[src/rtl/alu_defs.sv]
// Shared op codes and FSM state encoding for the registered ALU.
package alu_defs;

  localparam logic [2:0] OP_ADD = 3'b000;
  localparam logic [2:0] OP_SUB = 3'b001;
  localparam logic [2:0] OP_INC = 3'b010;
  localparam logic [2:0] OP_NEG = 3'b011;
  localparam logic [2:0] OP_AND = 3'b100;
  localparam logic [2:0] OP_OR  = 3'b101;
  localparam logic [2:0] OP_XOR = 3'b110;
  localparam logic [2:0] OP_MUL = 3'b111;

  typedef enum logic {
    ST_IDLE = 1'b0,
    ST_MUL  = 1'b1
  } state_t;

endpackage

[src/rtl/alu_core.sv]
// Combinational single-cycle datapath: operand muxing, conditional complement,
// WIDTH+1 bit adder, logic unit and flag generation.
module alu_core
  import alu_defs::*;
#(
  parameter int WIDTH = 4
) (
  input  logic [2:0]       op,
  input  logic [WIDTH-1:0] a,
  input  logic [WIDTH-1:0] b,
  output logic [WIDTH-1:0] r,
  output logic             zero,
  output logic             carry,
  output logic             sign,
  output logic             overflow
);

  logic [WIDTH-1:0] x;
  logic [WIDTH-1:0] y;
  logic             cin;
  logic [WIDTH:0]   sum;
  logic [WIDTH-1:0] low;

  // Every arithmetic op is x + y + cin; NEG and INC feed b through x.
  always_comb begin
    x   = '0;
    y   = '0;
    cin = 1'b0;
    case (op)
      OP_ADD: begin x = a;  y = b;               end
      OP_SUB: begin x = a;  y = ~b; cin = 1'b1;  end
      OP_INC: begin x = b;            cin = 1'b1; end
      OP_NEG: begin x = ~b;           cin = 1'b1; end
      default: ;
    endcase
  end

  assign sum = {1'b0, x} + {1'b0, y} + {{WIDTH{1'b0}}, cin};
  // low[WIDTH-1] is the carry into the MSB.
  assign low = {1'b0, x[WIDTH-2:0]} + {1'b0, y[WIDTH-2:0]} + {{(WIDTH-1){1'b0}}, cin};

  always_comb begin
    r        = sum[WIDTH-1:0];
    carry    = sum[WIDTH];
    overflow = low[WIDTH-1] ^ sum[WIDTH];
    case (op)
      OP_AND: begin r = a & b; carry = 1'b0; overflow = 1'b0; end
      OP_OR:  begin r = a | b; carry = 1'b0; overflow = 1'b0; end
      OP_XOR: begin r = a ^ b; carry = 1'b0; overflow = 1'b0; end
      OP_MUL: begin r = '0;    carry = 1'b0; overflow = 1'b0; end
      default: ;
    endcase
  end

  assign zero = ~|r;
  assign sign = r[WIDTH-1];

endmodule

[src/rtl/alu_seq.sv]
// Registered ALU with start/busy/done handshake and a WIDTH-iteration
// unsigned shift-add multiplier.
module alu_seq
  import alu_defs::*;
#(
  parameter int WIDTH = 4
) (
  input  logic             clk,
  input  logic             reset,
  input  logic             start,
  input  logic [2:0]       op,
  input  logic [WIDTH-1:0] a,
  input  logic [WIDTH-1:0] b,
  output logic [WIDTH-1:0] r,
  output logic [WIDTH-1:0] r_hi,
  output logic             zero,
  output logic             carry,
  output logic             sign,
  output logic             overflow,
  output logic             busy,
  output logic             done
);

  localparam int CNT_W = $clog2(WIDTH + 1);
  localparam logic [CNT_W-1:0] CNT_LOAD = CNT_W'(WIDTH);
  localparam logic [CNT_W-1:0] CNT_LAST = CNT_W'(1);

  state_t             state;
  logic [2*WIDTH-1:0] mcand;
  logic [2*WIDTH-1:0] acc;
  logic [2*WIDTH-1:0] acc_next;
  logic [WIDTH-1:0]   mplier;
  logic [CNT_W-1:0]   count;
  logic               accept;

  logic [WIDTH-1:0]   core_r;
  logic               core_zero;
  logic               core_carry;
  logic               core_sign;
  logic               core_overflow;

  alu_core #(.WIDTH(WIDTH)) u_core (
    .op       (op),
    .a        (a),
    .b        (b),
    .r        (core_r),
    .zero     (core_zero),
    .carry    (core_carry),
    .sign     (core_sign),
    .overflow (core_overflow)
  );

  assign accept   = start && !busy;
  assign acc_next = mplier[0] ? acc + mcand : acc;

  // Multiplier datapath: only meaningful while in ST_MUL, so it needs no reset.
  always_ff @(posedge clk) begin
    if (accept && op == OP_MUL) begin
      mcand  <= {{WIDTH{1'b0}}, a};
      mplier <= b;
      acc    <= '0;
      count  <= CNT_LOAD;
    end else if (state == ST_MUL) begin
      mcand  <= mcand << 1;
      mplier <= mplier >> 1;
      acc    <= acc_next;
      count  <= count - 1'b1;
    end
  end

  always_ff @(posedge clk or posedge reset) begin
    if (reset) begin
      state    <= ST_IDLE;
      busy     <= 1'b0;
      done     <= 1'b0;
      r        <= '0;
      r_hi     <= '0;
      zero     <= 1'b0;
      carry    <= 1'b0;
      sign     <= 1'b0;
      overflow <= 1'b0;
    end else begin
      done <= 1'b0;
      case (state)
        ST_IDLE: begin
          if (accept) begin
            if (op == OP_MUL) begin
              state <= ST_MUL;
              busy  <= 1'b1;
            end else begin
              r        <= core_r;
              r_hi     <= '0;
              zero     <= core_zero;
              carry    <= core_carry;
              sign     <= core_sign;
              overflow <= core_overflow;
              done     <= 1'b1;
            end
          end
        end
        ST_MUL: begin
          // Last iteration: publish acc_next directly so done lands WIDTH edges after accept.
          if (count == CNT_LAST) begin
            state    <= ST_IDLE;
            busy     <= 1'b0;
            done     <= 1'b1;
            r        <= acc_next[WIDTH-1:0];
            r_hi     <= acc_next[2*WIDTH-1:WIDTH];
            zero     <= ~|acc_next;
            carry    <= |acc_next[2*WIDTH-1:WIDTH];
            sign     <= acc_next[WIDTH-1];
            overflow <= 1'b0;
          end
        end
        default: state <= ST_IDLE;
      endcase
    end
  end

endmodule

[config.mk]
export PLATFORM = sky130hd
export DESIGN_NAME = alu_seq
export DESIGN_NICKNAME = d
export VERILOG_FILES = /design/src/rtl/alu_defs.sv /design/src/rtl/alu_core.sv /design/src/rtl/alu_seq.sv
export SDC_FILE = /design/constraint.sdc
export NUM_CORES = 1
export LEC_CHECK = 0
export ABC_AREA = 1
export BUFFER_PORTS_ARGS = -buffer_cell sky130_fd_sc_hd__buf_4
export CORE_MARGIN = 3
export CORE_UTILIZATION = 25
export CTS_BUF_LIST = sky130_fd_sc_hd__clkbuf_8
export DETAILED_ROUTE_END_ITERATION = 10
export GPL_ROUTABILITY_DRIVEN = 0
export HOLD_SLACK_MARGIN = 0.03
export PLACE_DENSITY = 0.43
export SYNTH_ARGS = -nofsm -noshare
export SYNTH_HDL_FRONTEND = slang
export SYNTH_SLANG_ARGS = --single-unit
[constraint.sdc]
create_clock -name clk -period 2.85 [get_ports clk]
set_input_delay 0.285 -clock clk [delete_from_list [all_inputs] [get_ports clk]]
set_output_delay 0.285 -clock clk [all_outputs]
set_load 0.02 [all_outputs]
==> impl_results.md, run 1 <==
- # port buffers: 27
- Final TNS setup: 0 ns
- Post-Route WL: 6.442 mm
- Detailed-route via count: 2,185
- Count leader, synth: nand2_1
- Chip Width: 107.0 um
- DRT iter0 DRCs: 109
- Yosys cell types: 38
- Mapped Nets: 374
- Drt via density: 4.370
- First-pass iteration count of the detailed router: 4
- Rows: 36
- DR WL/cell: 12.88 um
- Worst reg2reg path depth: 15
- Worst-path clk slew: 0.09 ns
- Worst-skew pair later-pin latency: 0.29 ns
- Synthesized area: 0.002550 mm2
- GRT overflow: 0
- Layout cells sized above 1: between 10% and 20%
- DIE HEIGHT: 107.0 um
- Design area: between 0.002 and 0.003 mm2
- Clock sinks: 37
- Yosys reg bits: 37
- Die area: 0.01145 mm2
- Total GRT Usage: 11.93%
- Setup violations, final: 0
- DP Wirelength: 5.056 mm
- Slew margin rel.: 62.19%
- VDD IR max: 0.4471 mV
- Antenna violations before repair: 0
- Synth area leader: dfrtp_1
- Antenna fix cells: 0
- Core area: approximately 0.0099 mm2
- Hold_buf cts: 0
- Top cells by count, synth: 82 x nand2_1, 46 x inv_1, 30 x nand3_1, 28 x o21ai_0, 24 x nor2_1
- Status: finished clean
- Register area: 890.9 um2
- Fin cells: 500
- Final worst path period share: between 80 and 90%
- CP Launch Type: primary input
- Vias in the first global route: about 2,100
- Post-CTS sizing: 0
- H-tree levels: 2
- Clk_skew: approximately 0.014 ns
- Placed cells: 492
- Filler cells: 1,077
- Req. time, crit path: between 3 and 4 ns
- Mapped Cells: 337
- Worst slew pin tran: about 0.57 ns
- Placed Area: 0.002872 mm2
- Final nets: 403
- Max Slew Vio Count: 0
- Crit. End Element: register
- # IOs: 28
- Multi-input gate area: about 0.0014 mm2
- First-pass GRT wire length: 10.78 mm
- Ys async rst share: between 30% and 40%
- Crit path time final: 2.346 ns
- TritonCTS clock tree: built
- Worst setup path class: primary input to register
- Routed Antenna Nets: 0
- Worst-case clock buffer depth: 2
- Yosys warns: 0
- Hold Vio Cnt, Final: 0
- Number of buffers created by CTS: 5
- CP Max Fanout: 5
- Max-cap violation count: 0
- Power per cell area: 1036 mW/mm2
- EDFF count, synth: 8
- Postcts setup bufs: 0
- Syn_area_per_cell: ~7.6 um2
- CTS root buf: clkbuf_8
- Power consumption: 3.090 mW
- Crit path DAT: 2.54 ns
- DRC viols: 0
- Reported leakage power: about 1.5 nW
- Hold Crit Class: primary input to asynchronous set/reset pin
- Sequential fraction of the synthesis area: 34.94%
- Max Clk Rate: 0.4262 GHz
- Synth top area cells: dfrtp_1 14%, nand2_1 12%, dfxtp_1 12%, ha_1 9.8%, edfxtp_1 9.4%
- Initial core utilization: about 26%
- Top cell type's share of synthesized area: a little over an eighth
- Synth Flop Type: dfxtp_1
- RSZ-0062 raised after global routing: no
- Pin count of the biggest net entering global routing: 21
- Area added between synthesis and finish: 17.03%
## cell type report
class / count / share of cell area (%)
clock buffer: 5 / 2.306
clock inverter: 3 / 1.468
inverter: 52 / 6.541
multi-input combinational: 240 / 46.71
sequential: 37 / 29.85
tap: 133 / 5.577
timing repair buffer: 30 / 7.547
## sequential cells by signal, summed over array words and instances (netlist names), 3 cells and up
signal / flops
mplier: 4
acc: 8
mcand: 8
r_hi: 4
r: 4
count: 3
## final timing paths
kind / from / endpoint / slack (ns)
worst max-delay path: op[0] / overflow$_DFFE_PP0P_ / 0.50
worst min-delay path: reset / r_hi[0]$_DFFE_PP0P_ / 0.04
worst max register to register: mcand[0]$_SDFFCE_PN0P_ / carry$_DFFE_PP0P_ / 0.67
worst min register to register: count[2]$_SDFFE_PP1P_ / count[2]$_SDFFE_PP1P_ / 0.48
max in group asynchronous: reset / r[2]$_DFFE_PP0P_ / 2.42
min in group clk: a[2] / mcand[2]$_DFFE_PP_ / 0.35
## routing by layer
layer | global-route usage, % | part of all wire (%)
met5 | 0 | 0
met4 | 2.283 | 0.82
met3 | 2.107 | 3.0
met2 | 19.15 | 45
met1 | 16.90 | 51
## placed cells by master (no fill, tap or decap), drive strengths merged
master  synthesis  layout
a211oi          2       2
a21oi          13      13
a22o            2       2
a31oi           3       3
buf             8      30
bufinv          0       1
clkbuf          0       5
clkinv          0       1
dfrtp          14      14
dfxtp          15      15
edfxtp          8       8
fa              3       3
ha             20      20
inv            52      53
nand2          82      82
nand3          31      31
nand3b          1       1
nand4           2       2
nor2           30      30
nor3            2       2
o21ai          32      32
o22ai           7       7
o31ai           1       1
or2             6       6
xnor2           2       2
xor2            1       1
## critical path: stages
cell	delay [ns]
buf_4	0.13
nand2_1	0.10
inv_1	0.06
nand2_1	0.11
nand2_1	0.06
o21ai_0	0.06
o21ai_0	0.13
fa_1	0.45
fa_1	0.42
a21oi_1	0.17
o21ai_0	0.14
or2_2	0.30
nand4_1	0.07
nand2_1	0.05
## where the power goes
| group | switching (mW) | internal [mW] | leakage [nW] | total [mW] |
|---|---|---|---|---|
| sequential | 0.191 | 0.805 | 0.381 | 0.995 |
| clock | 0.206 | 0.263 | 0.0585 | 0.469 |
| combinational | 0.990 | 0.636 | 1.03 | 1.63 |
## logic make-up after synthesis
kind of cell	share of synthesized area [%]
flops	34.94
fa+ha+maj	12.17
simple gates	26.84
buf+inv	10.40
compound gates	14.62
xor+xnor	1.031
## per-stage QoR
stage               hold WS (ns)  utilization, %  worst slack, ns
global placement          0.3830           29.11           0.2275
CTS                      0.06435           30.25           0.5080
global route             0.09667           30.25           0.2618
floorplan                 0.1742               -           0.4476
detailed placement        0.3830           29.11           0.1945
finish                   0.04228           30.25           0.5037
No activity file was read; power rests on OpenSTA's default activity.
==> run 2: changes to the inputs <==
--- a/config.mk
+++ b/config.mk
@@ -13,7 +13,7 @@
 export DETAILED_ROUTE_END_ITERATION = 10
 export GPL_ROUTABILITY_DRIVEN = 0
 export HOLD_SLACK_MARGIN = 0.03
-export PLACE_DENSITY = 0.43
+export PLACE_DENSITY = 0.44
 export SYNTH_ARGS = -nofsm -noshare
 export SYNTH_HDL_FRONTEND = slang
 export SYNTH_SLANG_ARGS = --single-unit
==> constraint.sdc (replaced) <==
create_clock -name clk -period 1.9 [get_ports clk]
set_input_delay 0.19 -clock clk [delete_from_list [all_inputs] [get_ports clk]]
set_output_delay 0.19 -clock clk [all_outputs]
set_load 0.02 [all_outputs]
==> impl_results.md, run 2 (same netlist as run 1, synthesis figures left out) <==
- Status: finished, violations left
- Failing checks: negative setup slack
- Crit path time final: 1.953 ns
- Worst setup margin: -0.05330 ns
- Worst slew pin tran: 0.5708 ns
- Routed Antenna Nets: 0
- Chip Width: about 110 um
- Worst-case clock buffer depth: 2
- Initial core utilization: 25.85%
- TritonCTS clock tree: built
- Power per cell area: around 1500 mW/mm2
- Reg2reg end: carry$_DFFE_PP0P_
- Clock power frac: 10.4%
- P_sw: roughly 2.4 mW
- GRT overflow: 0
- Layout cells sized above 1: a little under two fifths
- H-tree levels: 2
- Design area: 0.003572 mm2
- Sequential Power Share: 28.8%
- Final nets: about 450
- Antenna fix cells: 0
- DIE HEIGHT: 107.0 um
- Fin cells: 546
- First-pass iteration count of the detailed router: 4
- Max Clk Rate: 0.5120 GHz
- Number of buffers created by CTS: 5
- Crit. End Element: register
- CP Launch Type: register
- Die area: 0.01145 mm2
- Worst-path clk slew: 0.08 ns
- Commonest non-fill, non-tap cell in the layout: buf_4
- Detailed-route via count: 2,419
- Req. time, crit path: 2.09 ns
- Crit path launch: mcand[0]$_SDFFCE_PN0P_
- Top flop regs: acc (8), mcand (8)
- Setup violations, final: 3
- Worst reg2reg setup slack: -0.05 ns
- Post-Route WL: 6.972 mm
- Clk_skew: 0.01358 ns
- Sw Ratio: 44.95%
- Total GRT Usage: around an eighth
- Vias in the first global route: 2,449
- DRC viols: 0
- CP Capture Point: carry$_DFFE_PP0P_
- Max-cap violation count: 0
- Max Slew Vio Count: 0
- Reported leakage power: 1.750 nW
- # IOs: 28
- Final worst path period share: 102.8%
- Placed cells: roughly 530
- DP Wirelength: about 5.4 mm
- Hold Crit Class: primary input to register
- RR Startpoint: mcand[0]$_SDFFCE_PN0P_
- Pre-CTS WS: -0.4066 ns
- Placed Area: around 0.0032 mm2
- Pin count of the biggest net entering global routing: 15
- Hold Vio Cnt, Final: 0
- Antenna violations before repair: 0
- First-pass GRT wire length: 11.54 mm
- Clock sinks: 37
- Rows: 36
- # port buffers: 27
- Drt via density: roughly 4.4
- Gate power share: 60.8%
- VDD IR max: 0.5952 mV
- Worst setup path class: register to register
- Core area: roughly 0.0099 mm2
- Worst-skew pair later-pin latency: between 0.2 and 0.3 ns
- Cell Int Power: approximately 2.9 mW
- Slew margin rel.: 61.91%
- Worst reg2reg path depth: 15
- DRT iter0 DRCs: 80
- CTS root buf: clkbuf_8
- CP Max Fanout: 2
- Area added between synthesis and finish: 40.09%
- Most frequent cells in the layout: 71 x buf_4, 70 x nand2_1, 43 x inv_1, 21 x nand3_1, 19 x nor2_1
- RSZ-0062 raised after global routing: yes
- Crit path DAT: 2.15 ns
- DR WL/cell: ~13 um
- Hold Slack: 0.2125 ns
- Filler cells: 1,043
[run 2: cell types whose count changed in the layout (fill, tap and decap cells not counted), moves of 5 or more]
cell	change
buf_4	+41
o21ai_1	+9
nand3_2	+9
nand3_1	-9
nand2_1	-12
nand2_2	+8
o21ai_0	-17
nor2_1	-5
o21ai_2	+7
[run 2: how the worst min path moves through the flow]
| stage | endpoint | slack [ns] | depth (start not counted) | from |
|---|---|---|---|---|
| 2_1_floorplan | busy$_DFFE_PP0P_ | 0.08 | 1 | reset |
| 3_3_place_gp | r_hi[0]$_DFFE_PP0P_ | 0.29 | 2 | reset |
| 3_5_place_dp | r_hi[0]$_DFFE_PP0P_ | 0.30 | 2 | reset |
| 4_1_cts | mcand[2]$_DFFE_PP_ | 0.21 | 3 | a[2] |
| 5_1_grt | mcand[2]$_DFFE_PP_ | 0.21 | 3 | a[2] |
| 6_report | mcand[2]$_DFFE_PP_ | 0.21 | 3 | a[2] |
[run 2: per-stage QoR]
| stage | power [mW] | utilization, % | TNS, ns |
|---|---|---|---|
| after global placement | 4.316 | 32.27 | -1.949 |
| after floorplan | 3.290 | - | -0.2409 |
| after detailed placement | 4.347 | 32.27 | -2.206 |
| final | 5.246 | 36.21 | -0.1297 |
| after CTS | 5.088 | 35.11 | -0.1578 |
| after global routing | 5.747 | 36.21 | -1.290 |
[run 2: layout make-up]
cell class | instances | area (um2) | share of cell area, %
Clock buffer | 5 | 68.82 | 1.926
Clock inverter | 3 | 16.27 | 0.4553
Inverter | 52 | 211.5 | 5.919
Multi-Input combinational cell | 240 | 1600 | 44.80
Sequential cell | 37 | 890.9 | 24.94
Tap cell | 133 | 166.4 | 4.658
Timing Repair Buffer | 76 | 618.1 | 17.30
[run 2: power groups by stage]
stage | Sequential (mW) | Clock (mW) | Combinational [mW]
2_1_floorplan | 1.53 | 0 | 1.76
3_3_place_gp | 1.51 | 0 | 2.81
3_5_place_dp | 1.51 | 0 | 2.84
4_1_cts | 1.50 | 0.559 | 3.03
5_1_grt | 1.56 | 0.593 | 3.60
6_report | 1.51 | 0.548 | 3.19
[run 2: worst max-delay path: stages, from the launching register on]
cell,delay (ns)
edfxtp_1,0.37
ha_2,0.20
inv_2,0.04
fa_2,0.36
inv_2,0.08
nand2_2,0.05
nand2_2,0.07
nand3_2,0.07
nand2_1,0.06
nand2_1,0.06
nand3_2,0.07
nand2_2,0.08
nor2_4,0.14
nand3_2,0.08
nand2_2,0.08
nand2_1,0.04
[run 2: timing repair]
| item | in CTS | in global routing |
|---|---|---|
| resized for setup | 38 | 28 |
| hold buffers | 1 | 0 |
| endpoints found under the hold margin | 14 | 0 |
| pin swaps | 19 | 17 |
| setup endpoints to repair | 9 | 17 |
| buffers inserted | 9 | 3 |
[run 2: per-layer routing]
layer,track usage [%],wire length [um],vias up,part of all wire (%)
li1,-,-,1248,-
met1,16.89,3375,1117,48
met2,21.09,3317,46,48
met3,2.649,254,8,3.6
met4,1.644,25,0,0.36
met5,0,0,-,0
==> run 3: changes to the inputs <==
--- a/config.mk
+++ b/config.mk
@@ -16,4 +16,5 @@
 export PLACE_DENSITY = 0.44
 export SYNTH_ARGS = -nofsm -noshare
 export SYNTH_HDL_FRONTEND = slang
+export SYNTH_HIERARCHICAL = 1
 export SYNTH_SLANG_ARGS = --single-unit
==> impl_results.md, run 3 <==
- Failing checks: negative setup slack
- EDFF count, synth: 8
- Max-cap violation count: 0
- Antenna fix cells: 0
- Area added between synthesis and finish: 28.38%
- Synth Flop Type: dfxtp_1
- Most frequent cells in the layout: 100 x nand2_1, 58 x buf_4, 40 x inv_1, 25 x nor2_1, 24 x nand3_1
- Syn_area_per_cell: 7.315 um2
- Crit path time final: 2.012 ns
- Worst setup margin: -0.1125 ns
- Clk_skew: about 0.013 ns
- Yosys reg bits: 38
- Hold Vio Cnt, Final: 0
- Setup violations, final: 5
- Power per cell area: 1428 mW/mm2
- Mapped Cells: 364
- Hold Crit Class: primary input to register
- Fin cells: 559
- GR Util met3: roughly 2.2%
- Chip Width: 109.2 um
- DP Wirelength: 5.391 mm
- Clock sinks: 38
- Req. time, crit path: 2.11 ns
- Synth area leader: nand2_1
- Hold Path Depth: 3
- CP Launch Type: primary input
- GRT overflow: 0
- # port buffers: 27
- Multiplexer area fraction after synthesis: 0%
- DR WL/cell: roughly 12 um
- Placed Area: 0.003227 mm2
- Reg2reg end: zero$_DFFE_PP0P_
- Met1 GRT Util: 15.24%
- Worst reg2reg path depth: 11
- Yosys warns: 6
- Post-Route WL: 6.842 mm
- Worst slew pin tran: 0.5876 ns
- Worst setup path class: primary input to register
- DRT iter0 DRCs: 124
- First-pass GRT wire length: ~12 mm
- Met2 usage: 22.19%
- Slew margin rel.: 60.78%
- Routed Antenna Nets: 0
- CTS root buf: clkbuf_8
- Top cell type's share of synthesized area: 14.38%
- RR Startpoint: mcand[0]$_SDFFCE_PN0P_
- Largest family of logic cells by synthesized area: simple AND/OR/NAND/NOR gates
- Reported leakage power: 1.717 nW
- Worst-skew pair later-pin latency: 0.29 ns
- DRC viols: 0
- H-tree levels: 2
- # IOs: 28
- Count leader, synth: nand2_1
- Final worst path period share: 105.9%
- Post-synthesis adder-cell area fraction: a little under an eighth
- Pin count of the biggest net entering global routing: 18
- Worst-case clock buffer depth: 2
- Vias in the first global route: 2,500
- Total GRT Usage: 12.35%
- Worst reg2reg setup slack: -0.04 ns
- Initial core utilization: 25.79%
- Top cells by count, synth: 102 x nand2_1, 42 x inv_1, 27 x nand3_1, 26 x nor2_1, 20 x ha_1
- Hold Path Sink: mcand[1]$_DFFE_PP_
- Commonest non-fill, non-tap cell in the layout: nand2_1
- Yosys cell types: 38
- Compound-gate portion of the synthesized area: a little over a tenth
- Ys async rst share: 39.47%
- Number of buffers created by CTS: 5
- Top flop regs: acc (8), mcand (8)
- Mapped Nets: 401
- DIE HEIGHT: 109.2 um
- Sequential fraction of the synthesis area: 34.40%
- Worst min-delay path startpoint: a[1]
- VDD IR max: between 0.4 and 0.5 mV
- Die area: 0.01192 mm2
- Status: finished, violations left
- Synth Area in XOR/XNOR: 0.9868%
- RSZ-0062 raised after global routing: yes
- Synth top area cells: nand2_1 14%, dfrtp_1 14%, dfxtp_1 11%, ha_1 9.4%, edfxtp_1 9.0%
- Worst-path clk slew: 0.09 ns
- Design area: 0.003418 mm2
- Simple-gate area share of the yosys netlist: 31.72%
- Detailed-route via count: 2,441
- Filler cells: between 1,000 and 1,500
- First-pass iteration count of the detailed router: 4
- Rows: 37
- Drt via density: roughly 4.4
- Hold Slack: just under 0.2 ns
- Final nets: 459
- Crit path DAT: 2.22 ns
- Synthesized area: approximately 0.0027 mm2
- Layout cells sized above 1: 29.08%
- Core area: 0.01032 mm2
- Crit. End Element: register
- GR peak layer: met2
- TritonCTS clock tree: built
- Pre-CTS WS: -0.4897 ns
- Max Clk Rate: 0.4969 GHz
- Placed cells: 547
- CP Max Fanout: 4
- Max Slew Vio Count: 0
- Antenna violations before repair: 0
-- run 3: cell types whose count changed after synthesis, moves of 4 or more --
cell / change
nand2_2: +8
nand3_2: +6
nand2_1: +20
inv_1: -4
o21ai_0: -16
buf_2: +4
a21oi_1: +9
-- run 3: cells by family after synthesis --
kind of cell / count (synthesis)
simple gates: 185
buf+inv: 65
compound gates: 50
flops: 38
fa+ha+maj: 23
xor+xnor: 3
-- run 3: worst max path at each step --
stage          start                to  slack, ns  cells after the start
3_3_place_gp   op[0]  r[2]$_DFFE_PP0P_      -0.42                     17
6_report       op[0]  zero$_DFFE_PP0P_      -0.11                     17
3_5_place_dp   op[0]  zero$_DFFE_PP0P_      -0.49                     15
5_1_grt        op[0]  zero$_DFFE_PP0P_      -0.35                     17
4_1_cts        op[0]  zero$_DFFE_PP0P_      -0.13                     17
2_1_floorplan  op[1]  zero$_DFFE_PP0P_      -0.27                     15
-- run 3: per-layer routing --
metal / part of all wire [%] / wire length, um
met5: 0 / 0
met4: 0.88 / 60
met2: 49 / 3322
met3: 3.4 / 236
met1: 47 / 3223
-- run 3: cell type report --
cell class / instances / area (um2) / share of cell area, %
multi-input cells: 261 / 1538 / 44.99
inverters: 53 / 209.0 / 6.113
clock buffers: 5 / 68.82 / 2.013
flip-flops and latches: 38 / 915.9 / 26.79
repair buffers: 63 / 499.2 / 14.60
well taps: 136 / 170.2 / 4.978
clock inverters: 3 / 17.52 / 0.5124
-- run 3: worst max-delay path, cell delays in order --
cell,delay (ns)
buf_12,0.09
inv_8,0.04
nor2_4,0.10
nand2_2,0.07
nand2_2,0.08
inv_2,0.04
o21ai_1,0.10
inv_1,0.06
fa_2,0.36
fa_2,0.36
xor2_1,0.16
nor2_1,0.06
nor2_2,0.13
nand3_1,0.08
nor2_1,0.10
a21oi_1,0.07
a21oi_1,0.13
-- run 3: per-stage QoR --
| step | power [mW] | utilization (%) | setup TNS [ns] |
|---|---|---|---|
| 2_1_floorplan | 3.388 | - | -1.048 |
| 3_3_place_gp | 4.231 | 31.26 | -2.573 |
| 3_5_place_dp | 4.257 | 31.26 | -2.961 |
| 4_1_cts | 4.870 | 32.77 | -0.3266 |
| 5_1_grt | 5.389 | 33.11 | -1.589 |
| 6_report | 4.883 | 33.11 | -0.2581 |
-- run 3: power breakdown --
part           switching, mW  leakage (nW)  total, mW  internal [mW]
Clock                  0.300        0.0493      0.553          0.254
Combinational           1.64          1.28       2.82           1.18
Sequential             0.275         0.392       1.51           1.23
Total                   2.21          1.72       4.88           2.67
-- run 3: what timing repair did --
| action | CTS | global route |
|---|---|---|
| pin swaps | 7 | 3 |
| endpoints found under the setup margin | 8 | 12 |
| setup buffers | 2 | 1 |
| hold buffers | 1 | 0 |
| resized for setup | 18 | 7 |
| hold endpoints to repair | 15 | 0 |
